### src/rtl/noc_config_pkg.sv
// Network configuration and flit format shared by the router datapath blocks.
package noc_config_pkg;

    typedef struct packed {
        int unsigned virtual_channels;
    } noc_config;

    localparam noc_config NOC_DEFAULT_CONFIG = '{virtual_channels: 2};

    localparam int FLIT_DATA_W = 8;

    typedef struct packed {
        logic                   head;
        logic                   tail;
        logic [FLIT_DATA_W-1:0] data;
    } noc_flit_t;

    localparam int FLIT_WIDTH = $bits(noc_flit_t);

    function automatic logic flit_is_head(input noc_flit_t f);
        return f.head;
    endfunction

    function automatic logic flit_is_tail(input noc_flit_t f);
        return f.tail;
    endfunction

endpackage

### src/rtl/noc_flit_bus_if.sv
// Per-channel flit bus: one valid/ready pair and one flit field per virtual channel.
interface noc_flit_bus_if #(
    parameter int CHANNELS = 2
);
    import noc_config_pkg::*;

    logic [CHANNELS-1:0] valid;
    logic [CHANNELS-1:0] ready;
    noc_flit_t           flit [CHANNELS];

    modport initiator (output valid, output flit, input ready);
    modport target    (input valid, input flit, output ready);
endinterface

### src/rtl/noc_flit_if.sv
// Shared flit link: per-channel valid/ready with a single flit field.
interface noc_flit_if #(
    parameter int CHANNELS = 2
);
    import noc_config_pkg::*;

    logic [CHANNELS-1:0] valid;
    logic [CHANNELS-1:0] ready;
    noc_flit_t           flit;

    modport initiator (output valid, output flit, input ready);
    modport target    (input valid, input flit, output ready);
endinterface

### src/rtl/noc_round_robin_arbiter.sv
// Packet-granular round-robin arbiter: a granted non-tail transfer locks the
// winner until its tail is granted, which then moves the priority pointer.
module noc_round_robin_arbiter #(
    parameter int CHANNELS = 2
) (
    input  logic                clk,
    input  logic                rst,
    input  logic                i_clear,
    input  logic                i_enable,
    input  logic [CHANNELS-1:0] request,
    input  logic                i_lock,
    input  logic                i_free,
    output logic [CHANNELS-1:0] grant,
    output logic                o_locked
);
    localparam int PTR_W = (CHANNELS > 1) ? $clog2(CHANNELS) : 1;

    logic [PTR_W-1:0]    ptr_p0;
    logic                locked_p0;
    logic [CHANNELS-1:0] lock_mask_p0;
    logic [CHANNELS-1:0] cand;
    logic [PTR_W-1:0]    grant_idx;
    logic                found;

    function automatic logic [PTR_W-1:0] rot_idx(input logic [PTR_W-1:0] base, input int step);
        return PTR_W'((int'(base) + step) % CHANNELS);
    endfunction

    always_comb begin
        cand      = locked_p0 ? (request & lock_mask_p0) : request;
        grant     = '0;
        grant_idx = '0;
        found     = 1'b0;
        // Search starts one past the last tail owner, so that owner ranks last.
        for (int i = 1; i <= CHANNELS; i++) begin
            if (!found && i_enable && cand[rot_idx(ptr_p0, i)]) begin
                grant[rot_idx(ptr_p0, i)] = 1'b1;
                grant_idx                 = rot_idx(ptr_p0, i);
                found                     = 1'b1;
            end
        end
    end

    always_ff @(posedge clk or posedge rst) begin
        if (rst) begin
            ptr_p0       <= PTR_W'(CHANNELS - 1);
            locked_p0    <= 1'b0;
            lock_mask_p0 <= '0;
        end else if (i_clear) begin
            ptr_p0       <= PTR_W'(CHANNELS - 1);
            locked_p0    <= 1'b0;
            lock_mask_p0 <= '0;
        end else if (found) begin
            if (i_free) begin
                locked_p0 <= 1'b0;
                ptr_p0    <= grant_idx;
            end else if (i_lock) begin
                locked_p0    <= 1'b1;
                lock_mask_p0 <= grant;
            end
        end
    end

    assign o_locked = locked_p0;

endmodule

### src/rtl/noc_vc_output_mux.sv
// Merges per-VC flit streams onto one shared link through a single output
// register, arbitrating round-robin at packet granularity.
module noc_vc_output_mux
    import noc_config_pkg::*;
#(
    parameter noc_config CONFIG = NOC_DEFAULT_CONFIG
) (
    input  logic                                clk,
    input  logic                                rst,
    input  logic                                i_clear,
    output logic [CONFIG.virtual_channels-1:0]  o_grant,
    output logic                                o_locked,
    noc_flit_bus_if.target                      flit_in_if,
    noc_flit_if.initiator                       flit_out_if
);
    localparam int CHANNELS = CONFIG.virtual_channels;
    localparam int CH_W     = (CHANNELS > 1) ? $clog2(CHANNELS) : 1;

    logic                vld_p0;
    noc_flit_t           flit_p0;
    logic [CH_W-1:0]     ch_p0;

    logic [CHANNELS-1:0] grant;
    noc_flit_t           sel_flit;
    logic [CH_W-1:0]     sel_ch;
    logic                drain;
    logic                can_load;
    logic                arb_enable;
    logic                transfer;

    assign drain      = vld_p0 & flit_out_if.ready[ch_p0];
    assign can_load   = !vld_p0 | drain;
    // Reset and clear both block acceptance so no flit is taken and then lost.
    assign arb_enable = can_load & !rst & !i_clear;
    assign transfer   = |grant;

    noc_round_robin_arbiter #(
        .CHANNELS (CHANNELS)
    ) u_arbiter (
        .clk      (clk),
        .rst      (rst),
        .i_clear  (i_clear),
        .i_enable (arb_enable),
        .request  (flit_in_if.valid),
        .i_lock   (!flit_is_tail(sel_flit)),
        .i_free   (flit_is_tail(sel_flit)),
        .grant    (grant),
        .o_locked (o_locked)
    );

    always_comb begin
        sel_flit = '0;
        sel_ch   = '0;
        for (int c = 0; c < CHANNELS; c++) begin
            if (grant[c]) begin
                sel_flit = flit_in_if.flit[c];
                sel_ch   = CH_W'(c);
            end
        end
    end

    assign flit_in_if.ready = grant;

    // Stage p0: output register toward the link
    always_ff @(posedge clk or posedge rst) begin
        if (rst) begin
            vld_p0  <= 1'b0;
            flit_p0 <= '0;
            ch_p0   <= '0;
            o_grant <= '0;
        end else if (i_clear) begin
            vld_p0  <= 1'b0;
            flit_p0 <= '0;
            ch_p0   <= '0;
            o_grant <= '0;
        end else if (transfer) begin
            vld_p0  <= 1'b1;
            flit_p0 <= sel_flit;
            ch_p0   <= sel_ch;
            o_grant <= grant;
        end else if (drain) begin
            vld_p0  <= 1'b0;
            o_grant <= '0;
        end
    end

    always_comb begin
        flit_out_if.valid = '0;
        for (int c = 0; c < CHANNELS; c++) begin
            flit_out_if.valid[c] = vld_p0 && (ch_p0 == CH_W'(c));
        end
    end

    assign flit_out_if.flit = flit_p0;

endmodule

### src/flat_wrapper.sv
// flat-port wrapper written by rule: the top's interface ports become plain ports
module noc_vc_output_mux_flat import noc_config_pkg::*;
#(
    parameter noc_config CONFIG = NOC_DEFAULT_CONFIG
)
  (clk, rst, i_clear, o_grant, o_locked, flit_in_if_valid, flit_in_if_flit, flit_in_if_ready, flit_out_if_valid, flit_out_if_flit, flit_out_if_ready);
  noc_flit_bus_if flit_in_if_i ();
  noc_flit_if flit_out_if_i ();
  input  logic clk;
  input  logic rst;
  input  logic i_clear;
  output logic [CONFIG.virtual_channels-1:0] o_grant;
  output logic o_locked;
  input wire logic [$bits(flit_in_if_i.valid)-1:0] flit_in_if_valid;
  input wire logic [$bits(flit_in_if_i.flit)-1:0] flit_in_if_flit;
  output wire logic [$bits(flit_in_if_i.ready)-1:0] flit_in_if_ready;
  output wire logic [$bits(flit_out_if_i.valid)-1:0] flit_out_if_valid;
  output wire logic [$bits(flit_out_if_i.flit)-1:0] flit_out_if_flit;
  input wire logic [$bits(flit_out_if_i.ready)-1:0] flit_out_if_ready;
  assign flit_in_if_i.valid = flit_in_if_valid;
  assign flit_in_if_i.flit = {>>{flit_in_if_flit}};
  assign flit_in_if_ready = flit_in_if_i.ready;
  assign flit_out_if_valid = flit_out_if_i.valid;
  assign flit_out_if_flit = flit_out_if_i.flit;
  assign flit_out_if_i.ready = flit_out_if_ready;
  noc_vc_output_mux #(.CONFIG(CONFIG)) u_core (.clk(clk), .rst(rst), .i_clear(i_clear), .o_grant(o_grant), .o_locked(o_locked), .flit_in_if(flit_in_if_i), .flit_out_if(flit_out_if_i));
endmodule
### config.mk
export PLATFORM = sky130hd
export DESIGN_NAME = noc_vc_output_mux_flat
export DESIGN_NICKNAME = d
export VERILOG_FILES = /design/src/rtl/noc_config_pkg.sv /design/src/rtl/noc_flit_bus_if.sv /design/src/rtl/noc_flit_if.sv /design/src/rtl/noc_round_robin_arbiter.sv /design/src/rtl/noc_vc_output_mux.sv /design/src/flat_wrapper.sv
export SDC_FILE = /design/constraint.sdc
export NUM_CORES = 1
export LEC_CHECK = 0
export CAP_MARGIN = 20
export CORE_ASPECT_RATIO = 1.25
export CORE_UTILIZATION = 42
export CTS_CLUSTER_SIZE = 8
export DETAILED_ROUTE_END_ITERATION = 12
export MAX_ROUTING_LAYER = met4
export PLACE_DENSITY = 0.83
export SYNTH_ARGS = -nofsm -noshare
export SYNTH_HDL_FRONTEND = slang
export SYNTH_SLANG_ARGS = --single-unit
### constraint.sdc
create_clock -name clk -period 4.55 [get_ports clk]
set_clock_uncertainty 0.15 [all_clocks]
set_input_delay 0.455 -clock clk [delete_from_list [all_inputs] [get_ports clk]]
set_output_delay 0.455 -clock clk [all_outputs]
set_load 0.03 [all_outputs]
After elaboration in Yosys (flattened, before gate mapping)
Index checks and enable logic that the tools add are counted.
- eq/ne operators: 1
- bitwise operators: 7
- add/sub/neg operators: 2
- mux-type cells: 39
- magnitude comparators: 5
- reductions and logical operators: 18
- operators by type and width (cell ; number):
    $mux W10 ; 4
    $mux W1 ; 24
    $mux W2 ; 9
    $logic_and A1 B1 Y1 ; 7
    $lt A1 B2 Y1 const B ; 3
    $reduce_bool A2 Y1 ; 3
    $logic_not A1 Y1 ; 4
    $reduce_and A2 Y1 ; 2
    $and A1 B1 Y1 ; 3
    $reduce_bool A3 Y1 ; 1
    $add A1 B1 Y1 const B ; 2
    $and A2 B2 Y2 ; 1
    $demux W1 S1 ; 2
    $ge A1 B1 Y1 const B ; 2
    $ne A2 B2 Y1 const B ; 1
    $or A2 B2 Y2 ; 1
    $reduce_or A2 Y1 ; 1
    $not A1 Y1 ; 1
    $or A1 B1 Y1 ; 1
- input port bits: 27
- bits in registers: 18
- logic and storage cells: 81
- output and inout port bits: 17

Logic depth before layout (Yosys ltp)
Gate-level depths: netlist of the first run.
- depth in word-level cells: 17
- gate-level depth with buffers: 6
- gate-level depth less buffers: 5

Modules after synthesis
A second synthesis of the first run with hierarchy kept.
- cells, all modules: 101
- area total of the unflattened synthesis: 1049.8 um2
- modules (own cells, without submodules) (module ; instances ; area an instance (um2) ; cells each ; sequential area each (um2)):
    noc_vc_output_mux ; 1 ; 777.0 ; 72 ; 350.3
    noc_round_robin_arbiter ; 1 ; 272.8 ; 29 ; 101.3

Least setup slack after synthesis of the first run
Ideal clock, no wire load.
- kind: reg2out
- from: register u_core.u_arbiter.locked_p0 (netlist: u_core.u_arbiter.o_locked)
- to: output port flit_in_if_ready[0]
- data required time: 3.945 ns
- buffers on the path: 1
- arrival: 1.627 ns
- stages on the path, launching flop included: 5
- slack: 2.318 ns
- path through: dfrtp_1 > nor2b_1 > o311a_1 > clkbuf_1 > and2_1
- longest elaborated chain between the ends: 9
- elaborated cells on any way between the ends: 13
- those cells by class: 8 x mux; 1 x bitwise; 4 x reduce/logical
- ends and longest elaborated chain (item ; RTL line ; RTL):
    start, declared ; noc_round_robin_arbiter.sv:19 ; logic locked_p0;
    start signal, assigned ; noc_round_robin_arbiter.sv:47 ; locked_p0 <= 1'b0;
    start signal, assigned ; noc_round_robin_arbiter.sv:51 ; locked_p0 <= 1'b0;
    start signal, assigned ; noc_round_robin_arbiter.sv:55 ; locked_p0 <= 1'b0;
    $mux W2 * ; noc_round_robin_arbiter.sv:30 ; cand = locked_p0 ? (request & lock_mask_p0) : request;
    $mux W1 (not written as such) (2 in a row) ; noc_round_robin_arbiter.sv:36 ; if (!found && i_enable && cand[rot_idx(ptr_p0, i)]) begin
    $logic_and A1 B1 Y1 ; noc_round_robin_arbiter.sv:36 ;
    $mux W1 ; noc_round_robin_arbiter.sv:36 ;
    $logic_not A1 Y1 ; noc_round_robin_arbiter.sv:36 ;
    $logic_and A1 B1 Y1 (2 in a row) ; noc_round_robin_arbiter.sv:36 ;
    $mux W2 * ; noc_round_robin_arbiter.sv:36 ;
    end, declared ; flat_wrapper.sv:16 ; output wire logic [$bits(flit_in_if_i.ready)-1:0] flit_in_if_ready;
Every way passes the cells marked *; elsewhere a longest branch is shown, timed or not. The select of a mux whose other input is x is not followed.

Worst setup path in the final report of the first run
- from: input port flit_out_if_ready[1]
- to: output port flit_in_if_ready[1]
- longest elaborated chain between the ends: 12
- elaborated cells on any way between the ends: 14
- those cells by class: 5 x mux; 5 x bitwise; 4 x reduce/logical
- ends and longest elaborated chain (item ; RTL line ; RTL):
    start, declared ; flat_wrapper.sv:19 ; input wire logic [$bits(flit_out_if_i.ready)-1:0] flit_out_if_ready;
    $mux W1 (not written as such) * (2 in a row) ; noc_vc_output_mux.sv:31 ; assign drain = vld_p0 & flit_out_if.ready[ch_p0];
    $and A1 B1 Y1 * ; noc_vc_output_mux.sv:31 ;
    $or A1 B1 Y1 * ; noc_vc_output_mux.sv:32 ; assign can_load = !vld_p0 | drain;
    $and A1 B1 Y1 * (2 in a row) ; noc_vc_output_mux.sv:34 ; assign arb_enable = can_load & !rst & !i_clear;
    $logic_and A1 B1 Y1 ; noc_round_robin_arbiter.sv:36 ;
    $mux W1 ; noc_round_robin_arbiter.sv:36 ;
    $logic_not A1 Y1 ; noc_round_robin_arbiter.sv:36 ;
    $logic_and A1 B1 Y1 (2 in a row) ; noc_round_robin_arbiter.sv:36 ;
    $mux W2 * ; noc_round_robin_arbiter.sv:36 ;
Marked as above.

==> flow_metrics.py, run 1 <==
metrics = {
    "status": {
        "outcome": "complete, no violations",
    },
    "clock_tree": {
        "insertion_delay_ps": 290,
        "post_cts_buffers": 0,
        "clk_path_buf_depth": 2,
        "clk_pin_slew_ps": 100,
        "cts_root_buf": "clkbuf_4",
        "tritoncts": "done",
        "cts_hold_buf": 0,
        "ctsResizeCount": 0,
        "numCtsBuffers": 3,
        "cts.sinks": 18,
        "htree_levels": 1,
    },
    "place": {
        "dp_hpwl_um": 1710,
        "gp_congestion": 0.818,
        "place_area_sq_um": 1340,
        "dp.cells": 152,
        "port_buffers": 43,
    },
    "power_and_ir_drop": {
        "total_power_mw": 0.386,
        "ir_drop_mv": 0.204,
        "power_density_nw_per_um2": 281,
        "leakagePower_nw": 0.590,
    },
    "timing": {
        "finalSetupTns_ps": 0,
        "hold_violations": 0,
        "slew_violations": 0,
        "worst_pin_slew_ps": 885,
        "period_minus_slack_ps": 3060,
        "fmax_mhz": 327,
        "relSlewSlack_pct": 40.8,
        "finalCritPeriodShare_pct": 67.2,
        "setup_viol": 0,
        "rsz0062_at_grt": "no",
    },
    "detailed_routing": {
        "firstDrtPassIters": 4,
        "drtIter0Drc": 12,
        "wl_per_cell_um": 14.1,
        "route.met2.wl_um": 1160,
        "route.detailed.drc": 0,
        "dr.max_layer_used": "met4",
        "m1WireLength_um": 923,
        "wl_met3_um": 98,
        "routed_wl_um": 2200,
        "via_count": 871,
        "ant_nets": 0,
        "via_per_inst": 5.58,
    },
    "synthesis": {
        "ys_ff_latch": 18,
        "yosys.area_share.adder_pct": 0,
        "synth_fp_nets": 119,
        "synthFlopType": "dfrtp_1",
        "synth_area_sq_um": 895,
        "synth-compound-area-share_pct": 25.9,
        "synth-xor-area-share_pct": 0,
        "synth_cell_types": 29,
        "syn_inst": 92,
        "synth_top_family_by_area": "compound AO/OA/AOI/OAI gates",
        "async_reset_ff_share_pct": 100,
        "synthSimpleGateAreaFrac_pct": 16.5,
        "synth-edff-count": 0,
        "synth.avg_cell_area_sq_um": 9.72,
        "ys_warn_count": 0,
        "seq_area_frac_synth_pct": 50.5,
        "synth_mux_area_share_pct": 2.38,
    },
    "global_route": {
        "grt_pass1_vias": 837,
        "antenna_found_initial": 0,
        "grt_pass1_wl_um": 3550,
        "grt_start_max_net_pins": 19,
        "gr-total-overflow": 0,
        "grt_use_total_pct": 21.5,
    },
    "final_layout": {
        "final_cell_mix": "43 x clkdlybuf4s50_1, 17 x dfrtp_1, 13 x nand2_1, 11 x a22oi_1, 10 x o21ai_0",
        "fin_util_pct": 69.3,
        "final_nets": 164,
        "final_common_cell": "clkdlybuf4s50_1",
        "antenna_cells": 0,
        "drive_above_1_share_pct": 7.35,
        "final_cell_area_sq_um": 1370,
        "finalNonFillerCells": 156,
        "area_growth_pct": 53.6,
        "fillers": 184,
    },
    "setup_path": {
        "crit_start": "flit_out_if_ready[1]",
        "cp.required_ps": 3940,
        "worstSetupStartpointType": "primary input",
        "reg2reg_to": "u_core.u_arbiter.ptr_p0$_DFFE_PP1P_",
        "worstPathArrival_ps": 2450,
        "r2r_setup_slack_ps": 2400,
        "crit_path_max_fanout": 4,
        "crit_type": "primary input to output port",
        "worstSetupEndpointType": "output port",
        "reg2reg_depth": 5,
        "r2r-start": "u_core.u_arbiter.o_locked$_DFFE_PP0P_",
        "crit_end": "flit_in_if_ready[1]",
    },
    "floorplan": {
        "initial_core_util_pct": 45.1,
        "chipWidth_um": 43.3,
        "core_sq_um": 1980,
        "rows": 18,
        "dieArea_sq_um": 2320,
        "io_pins": 44,
        "dieHeight_um": 53.6,
    },
    "flow_run": {
        "drv_cap": 0,
    },
    "worst_hold_path": {
        "hold_class": "flip-flop to flip-flop",
        "hold_depth": 2,
    },
}
## Yosys cell counts (2+ instances only)
cell type | n | area (sq um)
clkbuf_1 | 2 | 7.51
nor3_1 | 2 | 10.0
inv_1 | 6 | 22.5
nand2_1 | 13 | 48.8
a31o_2 | 2 | 17.5
nand2b_1 | 2 | 12.5
dfrtp_1 | 17 | 425
o21ai_0 | 10 | 50.1
nor2b_1 | 3 | 18.8
and2_1 | 4 | 25.0
a22oi_1 | 11 | 82.6
nor2_1 | 3 | 11.3
## worst max-delay path, cell delays in order
cell and delay [ps]:
clkdlybuf4s50_1 450, mux2i_1 90, and2_1 220, nor3_1 270, and2_1 260, clkdlybuf4s50_1 710
## cell families (layout without fill, tap and decap cells)
| family | Yosys count | in the layout |
|---|---|---|
| buffers and inverters | 10 | 54 |
| AND/OR/NAND/NOR | 30 | 30 |
| flip-flops | 18 | 18 |
| AO/OA/AOI/OAI | 32 | 32 |
| multiplexers | 2 | 2 |
## area by class of cell
| type | instances | area [sq um] | share of cell area [%] |
|---|---|---|---|
| repair buffers | 44 | 438 | 31.9 |
| clock buffers | 4 | 36.3 | 2.64 |
| well taps | 20 | 25.0 | 1.82 |
| flip-flops and latches | 18 | 452 | 32.9 |
| multi-input cells | 64 | 400 | 29.1 |
| inverters | 6 | 22.5 | 1.64 |
## flip-flops by register name, summed over array words and instances, names as in the netlist
name	count
u_core.flit_out_if.flit	10
u_core.o_grant	2
u_core.u_arbiter.lock_mask_p0	2
u_core.ch_p0	1
u_core.u_arbiter.o_locked	1
u_core.u_arbiter.ptr_p0	1
u_core.vld_p0	1
## power breakdown
part	total (mW)	switching, mW	leakage [nW]	internal [mW]
clock network	0.0987	0.0499	0.0210	0.0487
logic	0.109	0.0560	0.329	0.0531
registers	0.178	0.00731	0.241	0.171
total	0.386	0.113	0.590	0.273
## worst min-delay path by stage
stage               slack, ps                                      to                              startpoint
CTS                       350  u_core.flit_out_if.flit[8]$_DFFE_PP0P_  u_core.flit_out_if.flit[8]$_DFFE_PP0P_
detailed placement        330  u_core.flit_out_if.flit[8]$_DFFE_PP0P_  u_core.flit_out_if.flit[8]$_DFFE_PP0P_
global placement          310  u_core.flit_out_if.flit[3]$_DFFE_PP0P_  u_core.flit_out_if.flit[3]$_DFFE_PP0P_
global route              380  u_core.flit_out_if.flit[8]$_DFFE_PP0P_  u_core.flit_out_if.flit[8]$_DFFE_PP0P_
floorplan                 240                u_core.ch_p0$_DFFE_PP0P_                                     rst
finish                    340  u_core.flit_out_if.flit[8]$_DFFE_PP0P_  u_core.flit_out_if.flit[8]$_DFFE_PP0P_
## metal layers
layer / GRT usage, % / vias up
met2: 37.3 / 30
met1: 23.9 / 420
met5: - / -
met4: 9.60 / 0
li1: - / 419
met3: 4.36 / 2
## per-stage QoR
| stage | hold slack [ps] | setup WS, ps |
|---|---|---|
| after floorplan | 243 | 2320 |
| after global placement | 311 | 1520 |
| after detailed placement | 325 | 1480 |
| after CTS | 348 | 1480 |
| after global routing | 382 | 1420 |
| final | 344 | 1490 |
(Power assumes the default switching activity.)
==> run 2: changes to the inputs <==
CORE_UTILIZATION = 39   (was 42)
PLACE_DENSITY = 0.78   (was 0.83)
clock period = 2.96 ns   (was 4.55 ns; I/O delays follow)
==> flow_metrics.py, run 2 (same netlist as run 1, synthesis figures left out) <==
metrics = {
    "status": {
        "outcome": "complete, no violations",
    },
    "timing": {
        "rsz0062_at_grt": "no",
        "hold_slack_ps": 336,
        "hold_violations": 0,
        "setup_viol": 0,
        "worst_pin_slew_ps": 666,
        "period_minus_slack_ps": 2790,
        "finalSetupTns_ps": 0,
        "fmax_mhz": 358,
        "relSlewSlack_pct": 55.6,
        "slew_violations": 0,
        "finalCritPeriodShare_pct": 94.4,
    },
    "final_layout": {
        "largest_reg_flops": 10,
        "final_nets": 166,
        "area_growth_pct": 55.7,
        "final_cell_mix": "43 x clkdlybuf4s50_1, 17 x dfrtp_1, 13 x nand2_1, 11 x a22oi_1, 10 x o21ai_0",
        "seqCellArea_sq_um": 452,
        "antenna_cells": 0,
        "multi_input_area_sq_um": 400,
        "drive_above_1_share_pct": 7.97,
        "fillers": 210,
        "final_common_cell": "clkdlybuf4s50_1",
    },
    "clock_tree": {
        "cts_hold_buf": 0,
        "insertion_delay_ps": 280,
        "clk_pin_slew_ps": 100,
        "cts.sinks": 18,
        "numCtsBuffers": 3,
        "cts_root_buf": "clkbuf_4",
        "tritoncts": "done",
        "post_cts_buffers": 0,
        "ctsResizeCount": 0,
        "clk_path_buf_depth": 2,
        "htree_levels": 1,
    },
    "detailed_routing": {
        "wl_per_cell_um": 12.8,
        "via_per_inst": 5.21,
        "ant_nets": 0,
        "firstDrtPassIters": 3,
        "route.detailed.drc": 0,
        "via_count": 881,
        "routed_wl_um": 2170,
        "drtIter0Drc": 2,
    },
    "setup_path": {
        "cp.required_ps": 2510,
        "crit_type": "flip-flop to output port",
        "path_cells": "mux2i_1 > and2_1 > nor3_1 > and2_1 > clkdlybuf4s50_1",
        "worstSetupStartpointType": "flip-flop",
        "critPathMaxStageDelay_ps": 690,
        "worstSetupEndpointType": "output port",
        "path_delay_family": "simple AND/OR/NAND/NOR gates",
        "crit_path_max_fanout": 4,
        "cp_num_buf_inv": 1,
        "worstPathArrival_ps": 2350,
        "critPathMostFrequentCell": "and2_1",
        "cpMaxStageDelayCell": "clkdlybuf4s50_1",
    },
    "power_and_ir_drop": {
        "leakagePower_nw": 0.594,
        "ir_drop_mv": 0.285,
        "power_density_nw_per_um2": 408,
    },
    "global_route": {
        "antenna_found_initial": 0,
        "grt_use_total_pct": 20.4,
        "grt_pass1_wl_um": 3720,
        "gr-total-overflow": 0,
        "grt_pass1_vias": 921,
        "grt_start_max_net_pins": 19,
    },
    "floorplan": {
        "core_sq_um": 2190,
        "chipWidth_um": 44.8,
        "dieHeight_um": 55.5,
        "io_pins": 44,
        "dieArea_sq_um": 2490,
        "initial_core_util_pct": 40.9,
        "rows": 19,
    },
    "worst_hold_path": {
        "hold_class": "flip-flop to flip-flop",
    },
    "place": {
        "port_buffers": 43,
        "dp_hpwl_um": 1760,
        "gp_congestion": 0.905,
    },
    "flow_run": {
        "drv_cap": 0,
    },
}
==> run 2: power by group <==
part	switching, mW	internal (mW)	leakage (nW)
sequential	0.0116	0.263	0.241
clock	0.0703	0.0523	0.0150
combinational	0.0865	0.0846	0.338
==> run 2: stage by stage <==
stage               total power [mW]  std cells  worst slack (ps)  utilization [%]  cell area [sq um]
global route                   0.600        169              53.4             63.7               1390
detailed placement             0.451        165               193             62.5               1370
CTS                            0.576        169               153             63.7               1390
floorplan                      0.364         92               887                -                895
global placement               0.448        165               276             62.5               1370
finish                         0.568        169               166             63.7               1390
==> run 2: final timing paths <==
| kind | from | endpoint | slack [ps] | cells after the start |
|---|---|---|---|---|
| max | u_core.ch_p0$_DFFE_PP0P_ | flit_in_if_ready[1] | 170 | 5 |
| min reg2reg | u_core.flit_out_if.flit[4]$_DFFE_PP0P_ | u_core.flit_out_if.flit[4]$_DFFE_PP0P_ | 340 | 2 |
| min | u_core.flit_out_if.flit[4]$_DFFE_PP0P_ | u_core.flit_out_if.flit[4]$_DFFE_PP0P_ | 340 | 2 |
| max in group asynchronous | rst | u_core.flit_out_if.flit[0]$_DFFE_PP0P_ | 1810 | 2 |
| min in group asynchronous | rst | u_core.flit_out_if.flit[6]$_DFFE_PP0P_ | 420 | 2 |
| max reg2reg | u_core.u_arbiter.lock_mask_p0[0]$_DFFE_PP0P_ | u_core.u_arbiter.ptr_p0$_DFFE_PP1P_ | 840 | 6 |
==> run 2: routing by layer <==
| metal | part of all wire (%) | up-vias | wire (um) | global-route usage (%) |
|---|---|---|---|---|
| li1 | - | 424 | - | - |
| met1 | 39 | 422 | 856 | 22.7 |
| met2 | 53 | 33 | 1150 | 35.3 |
| met3 | 6.9 | 2 | 150 | 4.25 |
| met4 | 0.55 | 0 | 12 | 6.49 |
| met5 | 0 | - | 0 | - |
==> run 2: area by class of cell <==
type / instances / share of cell area, %
Multi-Input combinational cell: 64 / 28.8
Sequential cell: 18 / 32.4
Clock buffer: 4 / 1.89
Timing Repair Buffer: 46 / 32.5
Tap cell: 31 / 2.79
Inverter: 6 / 1.62
==> run 2: worst register-to-register path, stage by stage, from the launching register on <==
cell,delay [ps]
dfrtp_1,400
nand2b_1,200
a311oi_2,330
buf_4,230
a22oi_1,140
or4_1,490
o31a_1,120
